### src/rtl/lfsr_pkg.sv
// Shared types and constants for the LFSR range generator.
// mask_for covers limits up to 32 bits wide.
package lfsr_pkg;

  localparam logic [7:0]  TAPS_8  = 8'hB8;
  localparam logic [7:0]  SEED_8  = 8'hA5;
  localparam logic [15:0] TAPS_16 = 16'hB400;
  localparam logic [15:0] SEED_16 = 16'hACE1;
  localparam logic [31:0] TAPS_32 = 32'h8020_0003;
  localparam logic [31:0] SEED_32 = 32'h1234_5678;

  typedef enum logic [1:0] {
    IDLE   = 2'd0,
    SEARCH = 2'd1,
    DONE   = 2'd2
  } fsm_state_t;

  // Smear the highest set bit downwards: smallest 2^k-1 that covers limit.
  function automatic logic [31:0] mask_for(input logic [31:0] limit);
    logic [31:0] m;
    m = limit;
    for (int i = 0; i < 5; i++) begin
      m = m | (m >> (1 << i));
    end
    return m;
  endfunction

endpackage

### src/rtl/lfsr_range_generator_if.sv
// Request/result handshake between the game controller (master) and the
// range generator (slave).
interface lfsr_range_generator_if #(
  parameter int WIDTH = 8
);
  logic             req;
  logic [WIDTH-1:0] limit;
  logic             ready;
  logic             req_ready;
  logic             valid;
  logic [WIDTH-1:0] value;
  logic             fallback;

  modport master (
    output req, limit, ready,
    input  req_ready, valid, value, fallback
  );

  modport slave (
    input  req, limit, ready,
    output req_ready, valid, value, fallback
  );
endinterface

### src/rtl/lfsr_core.sv
// Fibonacci LFSR state register with seed load and all-zero lock-up guard.
// A load always takes priority over a step on the same edge.
module lfsr_core
  import lfsr_pkg::*;
#(
  parameter int               WIDTH = 8,
  parameter logic [WIDTH-1:0] TAPS  = WIDTH'(TAPS_8),
  parameter logic [WIDTH-1:0] SEED  = WIDTH'(SEED_8)
) (
  input  logic             clk,
  input  logic             rst,
  input  logic             step,
  input  logic             load,
  input  logic [WIDTH-1:0] load_value,
  output logic [WIDTH-1:0] state
);

  logic [WIDTH-1:0] state_reg;
  logic [WIDTH-1:0] state_next;
  logic [WIDTH-1:0] tapped;
  logic [WIDTH-1:0] step_value;
  logic             fb;

  for (genvar gi = 0; gi < WIDTH; gi++) begin : g_taps
    assign tapped[gi] = state_reg[gi] & TAPS[gi];
  end

  assign fb         = ^tapped;
  assign step_value = (state_reg == '0) ? SEED : {state_reg[WIDTH-2:0], fb};

  always_comb begin
    state_next = state_reg;
    if (load) begin
      state_next = (load_value == '0) ? SEED : load_value;
    end else if (step) begin
      state_next = step_value;
    end
  end

  always_ff @(posedge clk or posedge rst) begin
    if (rst) begin
      state_reg <= SEED;
    end else begin
      state_reg <= state_next;
    end
  end

  assign state = state_reg;

endmodule

### src/rtl/lfsr_range_generator.sv
// Uniform random values in 0..limit via rejection sampling on an LFSR,
// with a bounded retry count and a wrap-around fallback.
module lfsr_range_generator
  import lfsr_pkg::*;
#(
  parameter int               WIDTH     = 8,
  parameter logic [WIDTH-1:0] TAPS      = WIDTH'(TAPS_8),
  parameter logic [WIDTH-1:0] SEED      = WIDTH'(SEED_8),
  parameter int               MAX_TRIES = 16
) (
  input  logic                    clk,
  input  logic                    rst,
  input  logic                    en,
  input  logic                    seed_load,
  input  logic [WIDTH-1:0]        seed_in,
  lfsr_range_generator_if.slave   bus,
  output logic [WIDTH-1:0]        state_o
);

  localparam int               TRY_W    = $clog2(MAX_TRIES) + 1;
  localparam logic [TRY_W-1:0] LAST_TRY = TRY_W'(MAX_TRIES - 1);

  fsm_state_t       fsm_reg, fsm_next;
  logic [WIDTH-1:0] lim_reg, lim_next;
  logic [WIDTH-1:0] mask_reg, mask_next;
  logic [TRY_W-1:0] tries_reg, tries_next;
  logic [WIDTH-1:0] value_reg, value_next;
  logic             fallback_reg, fallback_next;
  logic             valid_reg, valid_next;

  logic             step;
  logic [WIDTH-1:0] lfsr_state;
  logic [WIDTH-1:0] cand;

  assign step = ((fsm_reg == IDLE) && en) || (fsm_reg == SEARCH);

  lfsr_core #(
    .WIDTH (WIDTH),
    .TAPS  (TAPS),
    .SEED  (SEED)
  ) u_core (
    .clk        (clk),
    .rst        (rst),
    .step       (step),
    .load       (seed_load),
    .load_value (seed_in),
    .state      (lfsr_state)
  );

  // Candidate comes from the pre-step state; the core advances on the same edge.
  assign cand = lfsr_state & mask_reg;

  always_comb begin
    fsm_next      = fsm_reg;
    lim_next      = lim_reg;
    mask_next     = mask_reg;
    tries_next    = tries_reg;
    value_next    = value_reg;
    fallback_next = fallback_reg;
    valid_next    = valid_reg;
    case (fsm_reg)
      IDLE: begin
        if (bus.req) begin
          lim_next   = bus.limit;
          mask_next  = WIDTH'(mask_for(32'(bus.limit)));
          tries_next = '0;
          fsm_next   = SEARCH;
        end
      end
      SEARCH: begin
        if (cand <= lim_reg) begin
          value_next    = cand;
          fallback_next = 1'b0;
          valid_next    = 1'b1;
          fsm_next      = DONE;
        end else if (tries_reg == LAST_TRY) begin
          // mask < 2*(lim+1), so the wrapped value always lands in range.
          value_next    = cand - (lim_reg + WIDTH'(1));
          fallback_next = 1'b1;
          valid_next    = 1'b1;
          fsm_next      = DONE;
        end else begin
          tries_next = tries_reg + TRY_W'(1);
        end
      end
      DONE: begin
        if (bus.ready) begin
          valid_next = 1'b0;
          fsm_next   = IDLE;
        end
      end
      default: begin
        fsm_next = IDLE;
      end
    endcase
  end

  always_ff @(posedge clk or posedge rst) begin
    if (rst) begin
      fsm_reg      <= IDLE;
      lim_reg      <= '0;
      mask_reg     <= '0;
      tries_reg    <= '0;
      value_reg    <= '0;
      fallback_reg <= 1'b0;
      valid_reg    <= 1'b0;
    end else begin
      fsm_reg      <= fsm_next;
      lim_reg      <= lim_next;
      mask_reg     <= mask_next;
      tries_reg    <= tries_next;
      value_reg    <= value_next;
      fallback_reg <= fallback_next;
      valid_reg    <= valid_next;
    end
  end

  assign bus.req_ready = (fsm_reg == IDLE);
  assign bus.valid     = valid_reg;
  assign bus.value     = value_reg;
  assign bus.fallback  = fallback_reg;
  assign state_o       = lfsr_state;

endmodule

### src/flat_wrapper.sv
// flat-port wrapper written by rule: the top's interface ports become plain ports
module lfsr_range_generator_flat import lfsr_pkg::*;
#(
  parameter int               WIDTH     = 8,
  parameter logic [WIDTH-1:0] TAPS      = WIDTH'(TAPS_8),
  parameter logic [WIDTH-1:0] SEED      = WIDTH'(SEED_8),
  parameter int               MAX_TRIES = 16
)
  (clk, rst, en, seed_load, seed_in, state_o, bus_req, bus_limit, bus_ready, bus_req_ready, bus_valid, bus_value, bus_fallback);
  lfsr_range_generator_if #(.WIDTH(WIDTH)) bus_i ();
  input  logic clk;
  input  logic rst;
  input  logic en;
  input  logic seed_load;
  input  logic [WIDTH-1:0] seed_in;
  output logic [WIDTH-1:0] state_o;
  input wire logic [$bits(bus_i.req)-1:0] bus_req;
  input wire logic [$bits(bus_i.limit)-1:0] bus_limit;
  input wire logic [$bits(bus_i.ready)-1:0] bus_ready;
  output wire logic [$bits(bus_i.req_ready)-1:0] bus_req_ready;
  output wire logic [$bits(bus_i.valid)-1:0] bus_valid;
  output wire logic [$bits(bus_i.value)-1:0] bus_value;
  output wire logic [$bits(bus_i.fallback)-1:0] bus_fallback;
  assign bus_i.req = bus_req;
  assign bus_i.limit = bus_limit;
  assign bus_i.ready = bus_ready;
  assign bus_req_ready = bus_i.req_ready;
  assign bus_valid = bus_i.valid;
  assign bus_value = bus_i.value;
  assign bus_fallback = bus_i.fallback;
  lfsr_range_generator #(.WIDTH(WIDTH), .TAPS(TAPS), .SEED(SEED), .MAX_TRIES(MAX_TRIES)) u_core (.clk(clk), .rst(rst), .en(en), .seed_load(seed_load), .seed_in(seed_in), .bus(bus_i), .state_o(state_o));
endmodule
### config.mk
export PLATFORM = sky130hd
export DESIGN_NAME = lfsr_range_generator_flat
export DESIGN_NICKNAME = d
export VERILOG_FILES = /design/src/rtl/lfsr_pkg.sv /design/src/rtl/lfsr_range_generator_if.sv /design/src/rtl/lfsr_core.sv /design/src/rtl/lfsr_range_generator.sv /design/src/flat_wrapper.sv
export SDC_FILE = /design/constraint.sdc
export NUM_CORES = 1
export LEC_CHECK = 0
export CAP_MARGIN = 20
export CELL_PAD_IN_SITES_DETAIL_PLACEMENT = 2
export CELL_PAD_IN_SITES_GLOBAL_PLACEMENT = 2
export CORE_MARGIN = 2
export CORE_UTILIZATION = 32
export DETAILED_ROUTE_END_ITERATION = 8
export GPL_TIMING_DRIVEN = 1
export PLACE_DENSITY_LB_ADDON = 0.1
export REMOVE_ABC_BUFFERS = 1
export SYNTH_ARGS = -nofsm -noshare
export SYNTH_HDL_FRONTEND = slang
export SYNTH_SLANG_ARGS = --single-unit
### constraint.sdc
create_clock -name clk -period 3.2 [get_ports clk]
set_input_delay 0.32 -clock clk [delete_from_list [all_inputs] [get_ports clk]]
set_output_delay 0.32 -clock clk [all_outputs]
set_load 0.1 [all_outputs]
Yosys cells after proc, flatten, opt, wreduce, memory -nomap -nowiden:

Index checks and enable logic that the tools add are counted.

* flip-flop bits (word level): 41
* bits of input ports: 22
* logic and storage cells: 61

* add/subtract/negate cells: 3
* magnitude comparators: 1
* equality and inequality tests: 8
* multiplexer cells: 20
* bitwise logic cells: 6
* reductions and logical operators: 15

Operator list (number)
* 2-to-1 mux 8 bit: 6
* bitwise OR 32 x 28 -> 32 bit: 1
* bitwise OR 32 x 30 -> 32 bit: 1
* bitwise OR 24 bit: 1
* zero test 8 bit: 2
* 2-to-1 mux 5 bit: 3
* case mux 5 bit (2 select lines): 1
* adder 8 x 1 -> 8 bit, second input constant: 1
* bitwise AND 8 bit: 1
* less-or-equal comparator 8 bit: 1
* 2-to-1 mux 2 bit: 4
* inequality test 2 bit, second input constant: 4
* bitwise OR 8 x 7 -> 8 bit: 1
* bitwise OR 8 bit: 1
* nonzero test 2 bit: 4
* parity 8 bit: 1
* subtractor 8 bit: 1
* case mux 2 bit (3 select lines): 1
* AND reduction 3 bit: 2
* adder 5 x 1 -> 5 bit, second input constant: 1
* equality test 5 x 4 -> 1 bit, second input constant: 1
* 2-to-1 mux 1 bit: 4
* AND reduction 2 bit: 2
* AND reduction 4 bit: 1
* 7 further kinds: 7

Logic depth before layout (Yosys ltp):

Gate-level depths: netlist of run 1.

* word-level depth: 5
* depth in mapped cells: 10
* mapped depth without buffers: 10

Hierarchy:

From an unflattened synthesis of run 1, not the netlist that was laid out.

* cell total of the unflattened synthesis: 264
* area total of the unflattened synthesis: 2643.8 µm²

By module, submodules not included
* lfsr_range_generator: times used 1, cells an instance 212, area each 2124.5 µm²
* lfsr_core: times used 1, cells an instance 52, area each 519.2 µm²

Worst setup path after synthesis of run 1:

OpenSTA, ideal clock, no wires.

* path type: register to register
* from: register u_core.u_core.state_reg[4] (netlist: u_core.u_core.state[4])
* to: register u_core.value_reg[0] (netlist: u_core.bus.value[0])
* arrival time: 2848 ps
* slack: 278 ps
* stages on the path, launching flop included: 10
* period minus slack after synthesis: 2922 ps
* cell sequence: dfrtp_1 and2_1 ha_1 nand2_1 nor3b_2 mux2_4 a311oi_4 buf_6 nor2_1 a21oi_2

* word-level cells in the longest chain between the ends: 4
* elaborated cells on any way between the ends: 5

Ends and longest elaborated chain
* from (decl): RTL line lfsr_core.sv:18 `logic [WIDTH-1:0] state_reg;`
* from (signal assigned): RTL line lfsr_core.sv:44 `state_reg <= state_next;`
* bitwise AND 8 bit *: RTL line lfsr_range_generator.sv:51 `assign cand = lfsr_state & mask_reg;`
* less-or-equal comparator 8 bit *: RTL line lfsr_range_generator.sv:71 `if (cand <= lim_reg) begin`
* nonzero test 2 bit (no line)
* AND reduction 2 bit (no line)
* to (signal assigned): RTL line lfsr_range_generator.sv:112 `value_reg <= value_next;`
* to (decl): RTL line lfsr_range_generator.sv:27 `logic [WIDTH-1:0] value_reg, value_next;`

Every way passes the cells marked *; elsewhere a longest branch is shown, timed or not.
A chain may end at the register's enable or synchronous reset.

Final worst setup path of run 1:

* from: register u_core.u_core.state_reg[4] (netlist: u_core.u_core.state[4])
* to: register u_core.value_reg[6] (netlist: u_core.bus.value[6])

* word-level cells in the longest chain between the ends: 4
* elaborated cells on any way between the ends: 7

Ends and longest elaborated chain (RTL line)
* bitwise AND 8 bit *: lfsr_range_generator.sv:51
* subtractor 8 bit / less-or-equal comparator 8 bit (equally long branches): lfsr_range_generator.sv:78, lfsr_range_generator.sv:71
* 2-to-1 mux 8 bit / nonzero test 2 bit (equally long branches)
* 2-to-1 mux 8 bit / AND reduction 2 bit (equally long branches)

Every way passes the cells marked *; elsewhere a longest branch is shown, timed or not. The select of a mux whose other input is x is not followed.

==> summary.txt, run 1 <==
Clocking
  – CTS Buf Count: 5
  – TritonCTS clock tree: built
  – Clock root buffer: clkbuf_8
  – Clock Tree Buf Depth: 2
  – Post CTS Setup Buffer Count: 0
  – Worst-path clk slew: 80 ps
  – H-tree Lvls: 2
  – Post-cts repair resize count: 0
  – Clock Sinks: 40
  – Worst skew pair latency: 290 ps
  – Hold_buf cts: 0

GRT
  – Overflow after GRT: 0
  – GR peak layer: met2
  – GRT met2 Usage: 27.9%
  – Vias in the first global route: 2,031
  – Grt met3 use: 2.99%
  – Initial antenna violation count: 0
  – Met1 usage: 22.6%
  – Total GRT Usage: 16.9%
  – First-pass GRT wire length: 10,100 µm
  – Largest net degree at the start of global routing: 41

Routing
  – 1st-iter DRT viols: 46
  – Via density per instance: 5.04
  – Final antenna-violating net count: 0
  – Pre-antenna DRT Iters: 4
  – Residual DRC count: 0
  – Routed length per instance: 15.9 µm
  – Final wirelength: 6180 µm
  – DR vias: 1,955

Run
  – Max cap viols: 0

Setup path
  – Crit path DAT: 2760 ps
  – Crit path launch type: register
  – CP required: 3410 ps
  – Setup CP Type: register to register
  – Peak fanout along the critical path: 17
  – Critical path origin: u_core.u_core.state[4]
  – R2R Path Start: u_core.u_core.state[4]
  – CP Capture Type: register

Timing
  – Max-slew headroom: 35.1%
  – Final Max Slew Viols: 0
  – Final Cycle Share: 79.6%
  – Final setup fails: 0
  – RSZ-0062 raised after global routing: no
  – Crit path time final: 2550 ps
  – Final hold vios: 0
  – Clk_skew: 4.26 ps
  – Total negative setup slack: 0 ps
  – Worst Max-Slew Pin Slew: 971 ps
  – Fmax: 393 MHz

Logic synthesis
  – Synth area leader: dfrtp_1
  – Commonest cells in the netlist: 36 x dfrtp_1, 32 x nand2_1, 25 x o21ai_0, 22 x nor2_1, 19 x inv_1
  – Top FF cell, synth: dfrtp_1
  – Synthesis-stage register bit count: 40
  – Ys async rst share: 100%
  – Yosys warnings: 0
  – Post-synth EDFFs: 0
  – Cells after synthesis: 247
  – Netlist cell types: 47
  – Mapped Area: 2300 µm²
  – Register area share after synthesis: 43.7%
  – Syn avg cell area: 9.31 µm²
  – Synth area leaders: dfrtp_1 39%, ha_1 6.0%, mux2i_1 5.7%, o21ai_0 5.4%, nand2_1 5.2%
  – Yosys top cell area share: 39.2%
  – Most common cell in the synthesized netlist: dfrtp_1

Floorplan
  – Io pins: 41
  – # rows: 30
  – Starting density of the core: 33.5%
  – Core ar.: 6870 µm²
  – Die area: 7880 µm²
  – Die width: 88.8 µm
  – Die height: 88.8 µm

Finish
  – Antenna Cells: 0
  – Non-Filler Instances: 388
  – Net count, final: 325
  – Area Overhead vs Synth: 25.6%
  – Layout cells sized above 1: 10.6%

Placed design
  – Final GP Congestion: 0.740
  – Dpl hpwl: 4890 µm
  – Placed Cells: 380
  – IO buf count: 40

Outcome
  – Status: completed

Hold path
  – Hold WC Path Type: input pin to asynchronous set/reset pin
==> layout by cell type, fill, tap and decap left out, drive strengths merged, types with 9 or more instances in the layout <==
cell and count:
nand2 33, clkdlybuf4s50 34, ha 11, nor2 22, buf 9, o21ai 25, dfrtp 36, a21oi 12
mux2i 13, inv 19
==> critical path: stages, from the launching register on <==
cell and delay [ps]:
dfrtp_1 430, and2_1 210, ha_1 360, nand2_1 120, nor3b_2 200, mux2_4 360
a311oi_4 300, buf_4 270, nor2_1 70, a31oi_1 140
==> stage by stage <==
stage	setup slack, ps	hold WS [ps]	util, %	instance area (µm²)
2_1_floorplan	210	425	-	2270
3_3_place_gp	721	457	40.7	2800
3_5_place_dp	658	477	40.7	2800
4_1_cts	633	492	42.0	2890
5_1_grt	479	517	42.0	2890
6_report	653	465	42.0	2890
==> kinds of logic (layout without fill, tap and decap cells) <==
logic type | count (synthesis) | in the layout | synth area share, %
DFF | 40 | 40 | 43.7
AOI/OAI and AO/OA | 59 | 59 | 16.3
xor gates and xnor gates | 4 | 4 | 1.52
and+or+nand+nor | 93 | 93 | 20.9
adders and majority gates | 12 | 12 | 6.86
buffers and inverters | 25 | 70 | 4.41
muxes | 14 | 14 | 6.31
==> path summary, 6_finish.rpt <==
check | to | slack [ps] | cells past startpoint
setup / recovery | u_core.bus.value[6] | 650 | 9
hold / removal | u_core.lim_reg[5] | 460 | 3
setup reg to reg | u_core.bus.value[6] | 650 | 9
hold reg to reg | u_core.mask_reg[5] | 490 | 2
max in group asynchronous | u_core.u_core.state[2] | 2350 | 3
min in group clk | u_core.mask_reg[5] | 490 | 2
==> area by class of cell <==
type	instances	area (µm²)
clock buffers	8	90.1
fillers	774	3980
inverters	19	71.3
multi-input cells	182	1190
flip-flops and latches	40	1010
well taps	96	120
repair buffers	43	408
==> per-layer routing <==
layer | up-vias | part of all wire [%]
li1 | 943 | -
met1 | 973 | 47
met2 | 35 | 49
met3 | 4 | 3.2
met4 | 0 | 0.68
met5 | - | 0
Power of run 1 is left out: the tool's default activity adds up to more than one toggle a clock period on the data nets, which glitch-free logic cannot reach.
==> inputs of run 2 (changes only) <==
--- a/config.mk
+++ b/config.mk
@@ -9,7 +9,7 @@
 export CELL_PAD_IN_SITES_DETAIL_PLACEMENT = 2
 export CELL_PAD_IN_SITES_GLOBAL_PLACEMENT = 2
 export CORE_MARGIN = 2
-export CORE_UTILIZATION = 32
+export CORE_UTILIZATION = 29
 export DETAILED_ROUTE_END_ITERATION = 8
 export GPL_TIMING_DRIVEN = 1
 export PLACE_DENSITY_LB_ADDON = 0.1
==> constraint.sdc (replaced) <==
create_clock -name clk -period 2.2 [get_ports clk]
set_input_delay 0.22 -clock clk [delete_from_list [all_inputs] [get_ports clk]]
set_output_delay 0.22 -clock clk [all_outputs]
set_load 0.1 [all_outputs]
==> run 2 against run 1 <==
Effect of this change: the run now ends with setup timing left; highest routed layer unchanged; critical path depth grew 1; setup slack lost 720 ps; clock skew down 0.75 ps; register-to-register slack lost 720 ps; worst hold slack worse by 110 ps; fmax rose by 12%; wire length grew 23%; utilization grew 2.8 points; critical endpoint unchanged; flip-flop and latch count did not move; die area increased by 9.9%; final area rose by 19%; non-clock buffer count up 44.
==> summary.txt, run 2 (synthesized netlist as in run 1, its figures left out) <==
Outcome
  – Status: complete, but fails checks (was completed)
  – Failing checks: setup timing

Routing
  – Final antenna-violating net count: 0 (unchanged)
  – Final wirelength: 7610 µm (was 6180 µm)
  – Via density per instance: 4.86 (was 5.04)
  – 1st-iter DRT viols: 30 (was 46)
  – Pre-antenna DRT Iters: 4 (unchanged)
  – DR vias: 2,125 (was 1,955)
  – Routed length per instance: 17.4 µm (was 15.9 µm)
  – Residual DRC count: 0 (unchanged)

Hold path
  – Hold WC Path Type: input pin to asynchronous set/reset pin (unchanged)

Floorplan
  – Die width: 93.1 µm (was 88.8 µm)
  – Die area: 8660 µm² (was 7880 µm²)
  – Io pins: 41 (unchanged)
  – Core ar.: 7690 µm² (was 6870 µm²)
  – Die height: 93.1 µm (was 88.8 µm)
  – Starting density of the core: 29.9% (was 33.5%)
  – # rows: 32 (was 30)

Finish
  – Footprint of the multi-input gates: 1370 µm² (was 1190 µm²)
  – Filler cells: 855 (was 774)
  – Layout cells sized above 1: 34.3% (was 10.6%)
  – Non-Filler Instances: 437 (was 388)
  – Net count, final: 369 (was 325)
  – Register area: 1010 µm² (unchanged)
  – Most common cell after layout, fill and taps aside: buf_4 (was dfrtp_1)
  – Antenna Cells: 0 (unchanged)
  – Area Overhead vs Synth: 49.9% (was 25.6%)
  – Final instance area: 3450 µm² (was 2890 µm²)
  – Most frequent cells in the layout: 58 x buf_4, 36 x dfrtp_1, 29 x nand2_1, 23 x o21ai_0 (was 36 x dfrtp_1, 34 x clkdlybuf4s50_1, 32 x nand2_1, 25 x o21ai_0, 22 x nor2_1)

GRT
  – Vias in the first global route: 2,443 (was 2,031)
  – Overflow after GRT: 0 (unchanged)
  – First-pass GRT wire length: 12,900 µm (was 10,100 µm)
  – Total GRT Usage: 19.1% (was 16.9%)
  – Largest net degree at the start of global routing: 41 (unchanged)
  – Initial antenna violation count: 0 (unchanged)

Placed design
  – Dpl hpwl: 5440 µm (was 4890 µm)
  – Final GP Congestion: 0.772 (was 0.740)
  – Placed cell area: 3050 µm² (was 2800 µm²)
  – IO buf count: 40 (unchanged)
  – Placed Cells: 420 (was 380)

Clocking
  – TritonCTS clock tree: built (unchanged)
  – Clock Tree Buf Depth: 2 (unchanged)
  – Worst skew pair latency: 290 ps (about the same)
  – H-tree Lvls: 2 (unchanged)
  – Clock Sinks: 40 (unchanged)
  – CTS Buf Count: 5 (unchanged)
  – Worst-path clk slew: 80 ps (about the same)
  – Hold_buf cts: 0 (unchanged)
  – Clock root buffer: clkbuf_8 (unchanged)

Timing
  – Final Max Slew Viols: 0 (unchanged)
  – Final setup fails: 11 (was 0)
  – Fmax: 441 MHz (was 393 MHz)
  – Clk_skew: 3.51 ps (was 4.26 ps)
  – RSZ-0062 raised after global routing: yes (was no)
  – Final worst slack: -65.5 ps (was 653 ps)
  – Crit path time final: 2270 ps (was 2550 ps)
  – Worst Max-Slew Pin Slew: 599 ps (was 971 ps)
  – Final hold vios: 0 (unchanged)
  – Final Cycle Share: 103% (was 79.6%)
  – Max-slew headroom: 60.0% (was 35.1%)

Setup path
  – Peak fanout along the critical path: 5 (was 17)
  – CP Capture Type: register (unchanged)
  – Crit path launch type: register (unchanged)
  – Crit path DAT: 2480 ps (was 2760 ps)
  – Setup CP Type: register to register (unchanged)
  – CP required: 2410 ps (was 3410 ps)
  – R2R cell count: 10 (was 9)

Run
  – Max cap viols: 0 (unchanged)
-- run 2: area by class of cell --
type                            instances  area share (%)
Clock buffer                            7            2.79
Inverter                               19            2.07
Multi-Input combinational cell        182            39.7
Sequential cell                        40            29.2
Tap cell                              102            3.70
Timing Repair Buffer                   87            22.6
-- run 2: timing repair --
action | in CTS | in global routing
pin swaps | 15 | 5
cloned | 2 | 0
setup endpoints to repair | 13 | 16
buffers inserted | 7 | 2
resized for setup | 33 | 11
-- run 2: per-stage QoR --
stage | setup slack (ps) | hold WS [ps] | TNS [ps] | utilization (%)
3_5_place_dp | -222 | 470 | -1390 | 39.7
6_report | -65.5 | 351 | -459 | 44.9
5_1_grt | -175 | 426 | -1880 | 44.9
2_1_floorplan | -790 | 325 | -17570 | -
3_3_place_gp | -148 | 458 | -508 | 39.7
4_1_cts | -54.7 | 389 | -238 | 44.3
-- run 2: path summary, 6_finish.rpt --
check                      slack (ps)                    from                     end
setup / recovery                  -70  u_core.u_core.state[1]     u_core.bus.value[6]
setup reg to reg                  -70  u_core.u_core.state[1]     u_core.bus.value[6]
hold / removal                    350                     rst  u_core.u_core.state[6]
min in group clk                  490      u_core.mask_reg[3]      u_core.mask_reg[3]
hold reg to reg                   490      u_core.mask_reg[3]      u_core.mask_reg[3]
max in group asynchronous        1470                     rst  u_core.u_core.state[0]
-- run 2: worst max-delay path, cell delays in order, from the launching register on --
cell and delay (ps):
dfrtp_1 380, and2_4 190, ha_4 220, nor2b_1 130, o211ai_1 340, nand3b_4 150, a311oi_4 310, buf_6 170
buf_12 110, nor2_2 30, a31oi_1 150
-- run 2: per-layer routing --
| layer | GRT usage [%] | wire (µm) | vias to the layer above |
|---|---|---|---|
| met1 | 22.6 | 3180 | 1060 |
| met4 | 4.41 | 78 | 0 |
| li1 | - | - | 1030 |
| met3 | 2.66 | 186 | 5 |
| met2 | 36.2 | 4170 | 30 |
| met5 | 0 | 0 | - |
Power of run 2 is left out for the same reason.
==> inputs of run 3 (changes only) <==
--- a/config.mk
+++ b/config.mk
@@ -9,7 +9,8 @@
 export CELL_PAD_IN_SITES_DETAIL_PLACEMENT = 2
 export CELL_PAD_IN_SITES_GLOBAL_PLACEMENT = 2
 export CORE_MARGIN = 2
-export CORE_UTILIZATION = 29
+export CORE_UTILIZATION = 35
+export CTS_CLUSTER_DIAMETER = 60
 export DETAILED_ROUTE_END_ITERATION = 8
 export GPL_TIMING_DRIVEN = 1
 export PLACE_DENSITY_LB_ADDON = 0.1
==> constraint.sdc (replaced) <==
create_clock -name clk -period 2.8 [get_ports clk]
set_input_delay 0.28 -clock clk [delete_from_list [all_inputs] [get_ports clk]]
set_output_delay 0.28 -clock clk [all_outputs]
set_load 0.1 [all_outputs]
==> run 3 against run 2 <==
Effect of this change: fmax fell by 10%; largest cell class unchanged; first-iteration DRC count up 37%; non-clock buffer count down 43; the flow now finishes without violations; cell count is 15% lower; critical path depth decreased by 2; final area shrank 18%; register-to-register slack gained 340 ps; setup slack improved by 340 ps; critical endpoint is now u_core.bus.value[2]; wire length down 16%; die area is 16% lower; clock skew rose by 3.6 ps; flip-flop and latch count unchanged.
==> summary.txt, run 3 (synthesized netlist as in run 1, its figures left out) <==
Setup path
  – Crit-path slowest cell: dfrtp_1 (unchanged)
  – Crit path launch type: register (unchanged)
  – CP Capture Type: register (unchanged)
  – CP required: 3020 ps (was 2410 ps)
  – Crit path DAT: 2750 ps (was 2480 ps)
  – Setup CP Type: register to register (unchanged)
  – Slowest stage delay, CP: 440 ps (was 380 ps)
  – Peak fanout along the critical path: 16 (was 5)
  – Crit path cell chain: and2_1 -> ha_1 -> nand2_1 -> nor3b_2 -> mux2_4 -> a311oi_4 -> buf_4 -> mux2i_1 (was and2_4 -> ha_4 -> nor2b_1 -> o211ai_1 -> nand3b_4 -> a311oi_4 -> buf_6 -> buf_12 -> nor2_2 -> a31oi_1)

Clocking
  – TritonCTS clock tree: built (unchanged)
  – Worst skew pair latency: 300 ps (was 290 ps)
  – Clock root buffer: clkbuf_8 (unchanged)
  – Clock Sinks: 40 (unchanged)
  – Hold_buf cts: 0 (unchanged)
  – H-tree Lvls: 2 (unchanged)
  – CTS Buf Count: 5 (unchanged)
  – Post CTS Setup Buffer Count: 0 (was 7)
  – Clock Tree Buf Depth: 2 (unchanged)
  – Worst-path clk slew: 90 ps (was 80 ps)
  – Post-cts repair resize count: 0 (was 33)

GRT
  – Initial antenna violation count: 0 (unchanged)
  – Largest net degree at the start of global routing: 41 (unchanged)
  – Total GRT Usage: 18.9% (was 19.1%)
  – First-pass GRT wire length: 10,700 µm (was 12,900 µm)
  – Vias in the first global route: 2,089 (was 2,443)
  – Overflow after GRT: 0 (unchanged)

Floorplan
  – Starting density of the core: 36.2% (was 29.9%)
  – Core ar.: 6350 µm² (was 7690 µm²)
  – Die area: 7240 µm² (was 8660 µm²)
  – Die height: 85.1 µm (was 93.1 µm)
  – Die width: 85.1 µm (was 93.1 µm)
  – Io pins: 41 (unchanged)
  – # rows: 29 (was 32)

Timing
  – Final hold vios: 0 (unchanged)
  – Final setup fails: 0 (was 11)
  – Final Max Slew Viols: 0 (unchanged)
  – Final worst slack: 270 ps (was -65.5 ps)
  – Max-slew headroom: 63.7% (was 60.0%)
  – RSZ-0062 raised after global routing: no (was yes)
  – Final Cycle Share: 90.3% (was 103%)
  – Worst Max-Slew Pin Slew: 543 ps (was 599 ps)
  – Total negative setup slack: 0 ps (was -459 ps)
  – Crit path time final: 2530 ps (was 2270 ps)
  – Clk_skew: 7.08 ps (was 3.51 ps)
  – Fmax: 395 MHz (was 441 MHz)

Routing
  – 1st-iter DRT viols: 41 (was 30)
  – Via density per instance: 5.26 (was 4.86)
  – Final wirelength: 6360 µm (was 7610 µm)
  – Pre-antenna DRT Iters: 4 (unchanged)
  – Residual DRC count: 0 (unchanged)
  – Final antenna-violating net count: 0 (unchanged)
  – Routed length per instance: 17.2 µm (was 17.4 µm)
  – DR vias: 1,947 (was 2,125)

Finish
  – Layout cells sized above 1: 16.0% (was 34.3%)
  – Filler cells: 713 (was 855)
  – Register area: 1010 µm² (unchanged)
  – Area Overhead vs Synth: 23.6% (was 49.9%)
  – Most frequent cells in the layout: 36 x dfrtp_1, 32 x nand2_1, 25 x o21ai_0, 23 x buf_4, 22 x nor2_1 (was 58 x buf_4, 36 x dfrtp_1, 29 x nand2_1, 23 x o21ai_0)
  – Net count, final: 326 (was 369)
  – Antenna Cells: 0 (unchanged)
  – Most common cell after layout, fill and taps aside: dfrtp_1 (was buf_4)
  – Footprint of the multi-input gates: 1190 µm² (was 1370 µm²)

Run
  – Max cap viols: 0 (unchanged)

Placed design
  – Dpl hpwl: 4910 µm (was 5440 µm)
  – IO buf count: 40 (unchanged)
  – Final GP Congestion: 0.783 (was 0.772)
  – Post-place setup slack: 269 ps (was -222 ps)

Hold path
  – Hold WC Path Type: input pin to asynchronous set/reset pin (unchanged)

Outcome
  – Status: completed (was complete, but fails checks)
## run 3: path summary, 6_finish.rpt
kind	slack, ps	from	cells after the start	end
min in group clk	480	u_core.mask_reg[5]	2	u_core.mask_reg[5]
hold reg to reg	480	u_core.mask_reg[5]	2	u_core.mask_reg[5]
hold / removal	430	rst	3	u_core.mask_reg[6]
setup / recovery	270	u_core.u_core.state[4]	8	u_core.bus.value[2]
setup reg to reg	270	u_core.u_core.state[4]	8	u_core.bus.value[2]
max in group asynchronous	2000	rst	3	u_core.u_core.state[5]
## run 3: area by class of cell
class / count / area share, %
clock buffers: 6 / 2.91
clock inverters: 2 / 0.352
inverters: 19 / 2.51
multi-input cells: 182 / 42.0
flip-flops and latches: 40 / 35.4
well taps: 77 / 3.39
repair buffers: 44 / 13.5
## run 3: layer usage
| metal | wire length, µm | vias to the layer above | GRT usage (%) |
|---|---|---|---|
| li1 | - | 945 | - |
| met1 | 3040 | 964 | 25.2 |
| met2 | 3060 | 31 | 31.4 |
| met3 | 181 | 7 | 3.50 |
| met4 | 72 | 0 | 5.19 |
| met5 | 0 | - | 0 |
## run 3: through the flow
step	area (µm²)	instances	hold WS [ps]	utilization [%]
after floorplan	2270	241	385	-
after global placement	2750	362	454	43.3
after detailed placement	2750	362	470	43.3
after CTS	2840	370	443	44.7
after global routing	2840	370	486	44.7
final	2840	370	426	44.7
## run 3: critical path: cells and delay by family, from the launching register on
kind	cells	cell delay [ps]
simple gates	3	510
mux	2	570
fa+ha+maj	1	360
compound gates	1	300
buf+inv	1	260
flops	1	440
Power of run 3 is left out for the same reason.
==> variant, RTL diff (flow settings as in run 1) <==
The 3 states of `fsm_state_t` get a one-hot encoding in 3 bits.
--- a/src/rtl/lfsr_pkg.sv
+++ b/src/rtl/lfsr_pkg.sv
@@ -9,10 +9,10 @@
   localparam logic [31:0] TAPS_32 = 32'h8020_0003;
   localparam logic [31:0] SEED_32 = 32'h1234_5678;
 
-  typedef enum logic [1:0] {
-    IDLE   = 2'd0,
-    SEARCH = 2'd1,
-    DONE   = 2'd2
+  typedef enum logic [2:0] {
+    IDLE   = 3'b001,
+    SEARCH = 3'b010,
+    DONE   = 3'b100
   } fsm_state_t;
 
   // Smear the highest set bit downwards: smallest 2^k-1 that covers limit.
Behaviour: same outputs for any inputs over 10 cycles, from zero or initial values and one cycle with rst high; not proved beyond that.
==> variant against run 1 <==
Cell area is 0.48% higher. First-iteration DRC count up 13%. Non-clock buffer count stayed put. Maximum frequency down 0.39%. Area after synthesis up 0.82%. Setup slack lost 0.010 ns. Sequential cell count increased by 1. Highest routed layer unchanged. Wire length up 7.4%.
Power is not shown: default switching activity piles up to over one toggle a cycle in this logic, so the estimate is an artifact.
==> variant: results <==
yosys:
  synth_commonest_cells: "nand2_1, dfrtp_1, o21ai_0"
  ys_types: 50
  async_reset_ff_frac: 1.00
  synth_area_leader_cell: "dfrtp_1"
  synth_area_leaders: "dfrtp_1, o21ai_0, nand2_1"
  yosysSeqAreaShare: 0.445
clock_network:
  postCtsSetupBuffers: 0
  clk_path_buf_depth: 2
  cts_resized: 0
  cts_root_buffer: "clkbuf_8"
  cts_max_level: 2
  insertion_delay_ns: 0.30
placement:
  hpwlAfterDp_um: 5230
  routabilityCongestion: 0.776
  pre_cts_ws_ns: 0.656
  place_area_mm2: 0.00281
  port_buffers: 40
finish:
  num_antenna_cells: 0
  fin_nets: 328
  drive_gt1_frac: 0.102
  num-fill-cells: 812
critical_path:
  ff2ff_setup_slack_ns: 0.64
  worstPathArrival_ns: 2.77
  slowest_stage: "a31oi_2"
  cpLargestDelayFamily: "compound AO/OA/AOI/OAI gates"
  critPathMaxStageDelay_ns: 0.54
  startpoint: "u_core.u_core.state[4]$_DFFE_PP0P_"
  crit_fanout: 14
  ff2ff_path_depth: 8
sta:
  skew_ns: 0.0115
  holdWs_ns: 0.469
  tightest_slew_ns: 0.990
drt:
  via_per_inst: 4.99
  first_iter_violations: 52
  wl_per_cell_um: 16.8
min_path:
  hold_class: "in -> async"
grt:
  grt_use_total: 0.184
  grt_pass1_wl_um: 11000
  grt_pass1_vias: 2145
  antenna_found_initial: 0
  grt_max_degree: 42
run_status:
  outcome: "finished, final reports clean"
-- variant: cell count changes after synthesis, moves of 3 or more --
cell	delta
mux2i_1	-3
a21oi_1	+3
or4_1	-3
nand2_1	+5
o21ai_0	+5
buf_2	+3
inv_1	-3
nor2_1	-7
-- variant: area by class of cell --
type                       instances  area [um2]  share of cell area
inverter                          16        60.1              0.0207
sequential                        41        1030               0.356
multi-input combinational        187        1180               0.408
tap                               99         124              0.0427
clock buffer                       8        90.1              0.0310
timing repair buffer              43         410               0.141
-- variant: per-stage QoR --
step	setup TNS (ns)	cells
CTS	0	394
global placement	0	386
detailed placement	0	386
floorplan	-23.54	244
finish	0	394
global route	0	394
-- variant: kinds of logic after synthesis --
kind of cell             Yosys count  synth area share
AND/OR/NAND/NOR                   93             0.202
AO/OA/AOI/OAI                     65             0.167
flip-flops                        41             0.445
buffers and inverters             24            0.0437
multiplexers                      12            0.0545
adder cells (fa/ha/maj)           12            0.0680
XOR/XNOR                           5            0.0189
-- variant: worst max-delay path by stage --
stage	endpoint	slack [ns]	cells after the start
6_report	u_core.bus.value[6]$_DFFE_PP0P_	0.64	8
5_1_grt	u_core.bus.value[6]$_DFFE_PP0P_	0.46	8
4_1_cts	u_core.bus.value[7]$_DFFE_PP0P_	0.63	8
3_5_place_dp	u_core.bus.value[7]$_DFFE_PP0P_	0.66	8
3_3_place_gp	u_core.bus.value[2]$_DFFE_PP0P_	0.73	7
2_1_floorplan	u_core.tries_reg[2]$_DFFE_PP0P_	-1.06	3
-- variant: worst min-delay path, stage by stage --
cell,delay (ns)
clkdlybuf4s50_1,0.39
inv_1,0.05
buf_4,0.45
-- variant: routing by layer --
metal | global-route usage | part of all wire | wire length [um]
met1 | 0.239 | 0.47 | 3100
met2 | 0.312 | 0.49 | 3220
met3 | 0.0360 | 0.035 | 233
met4 | 0.0529 | 0.012 | 81
met5 | 0 | 0 | 0
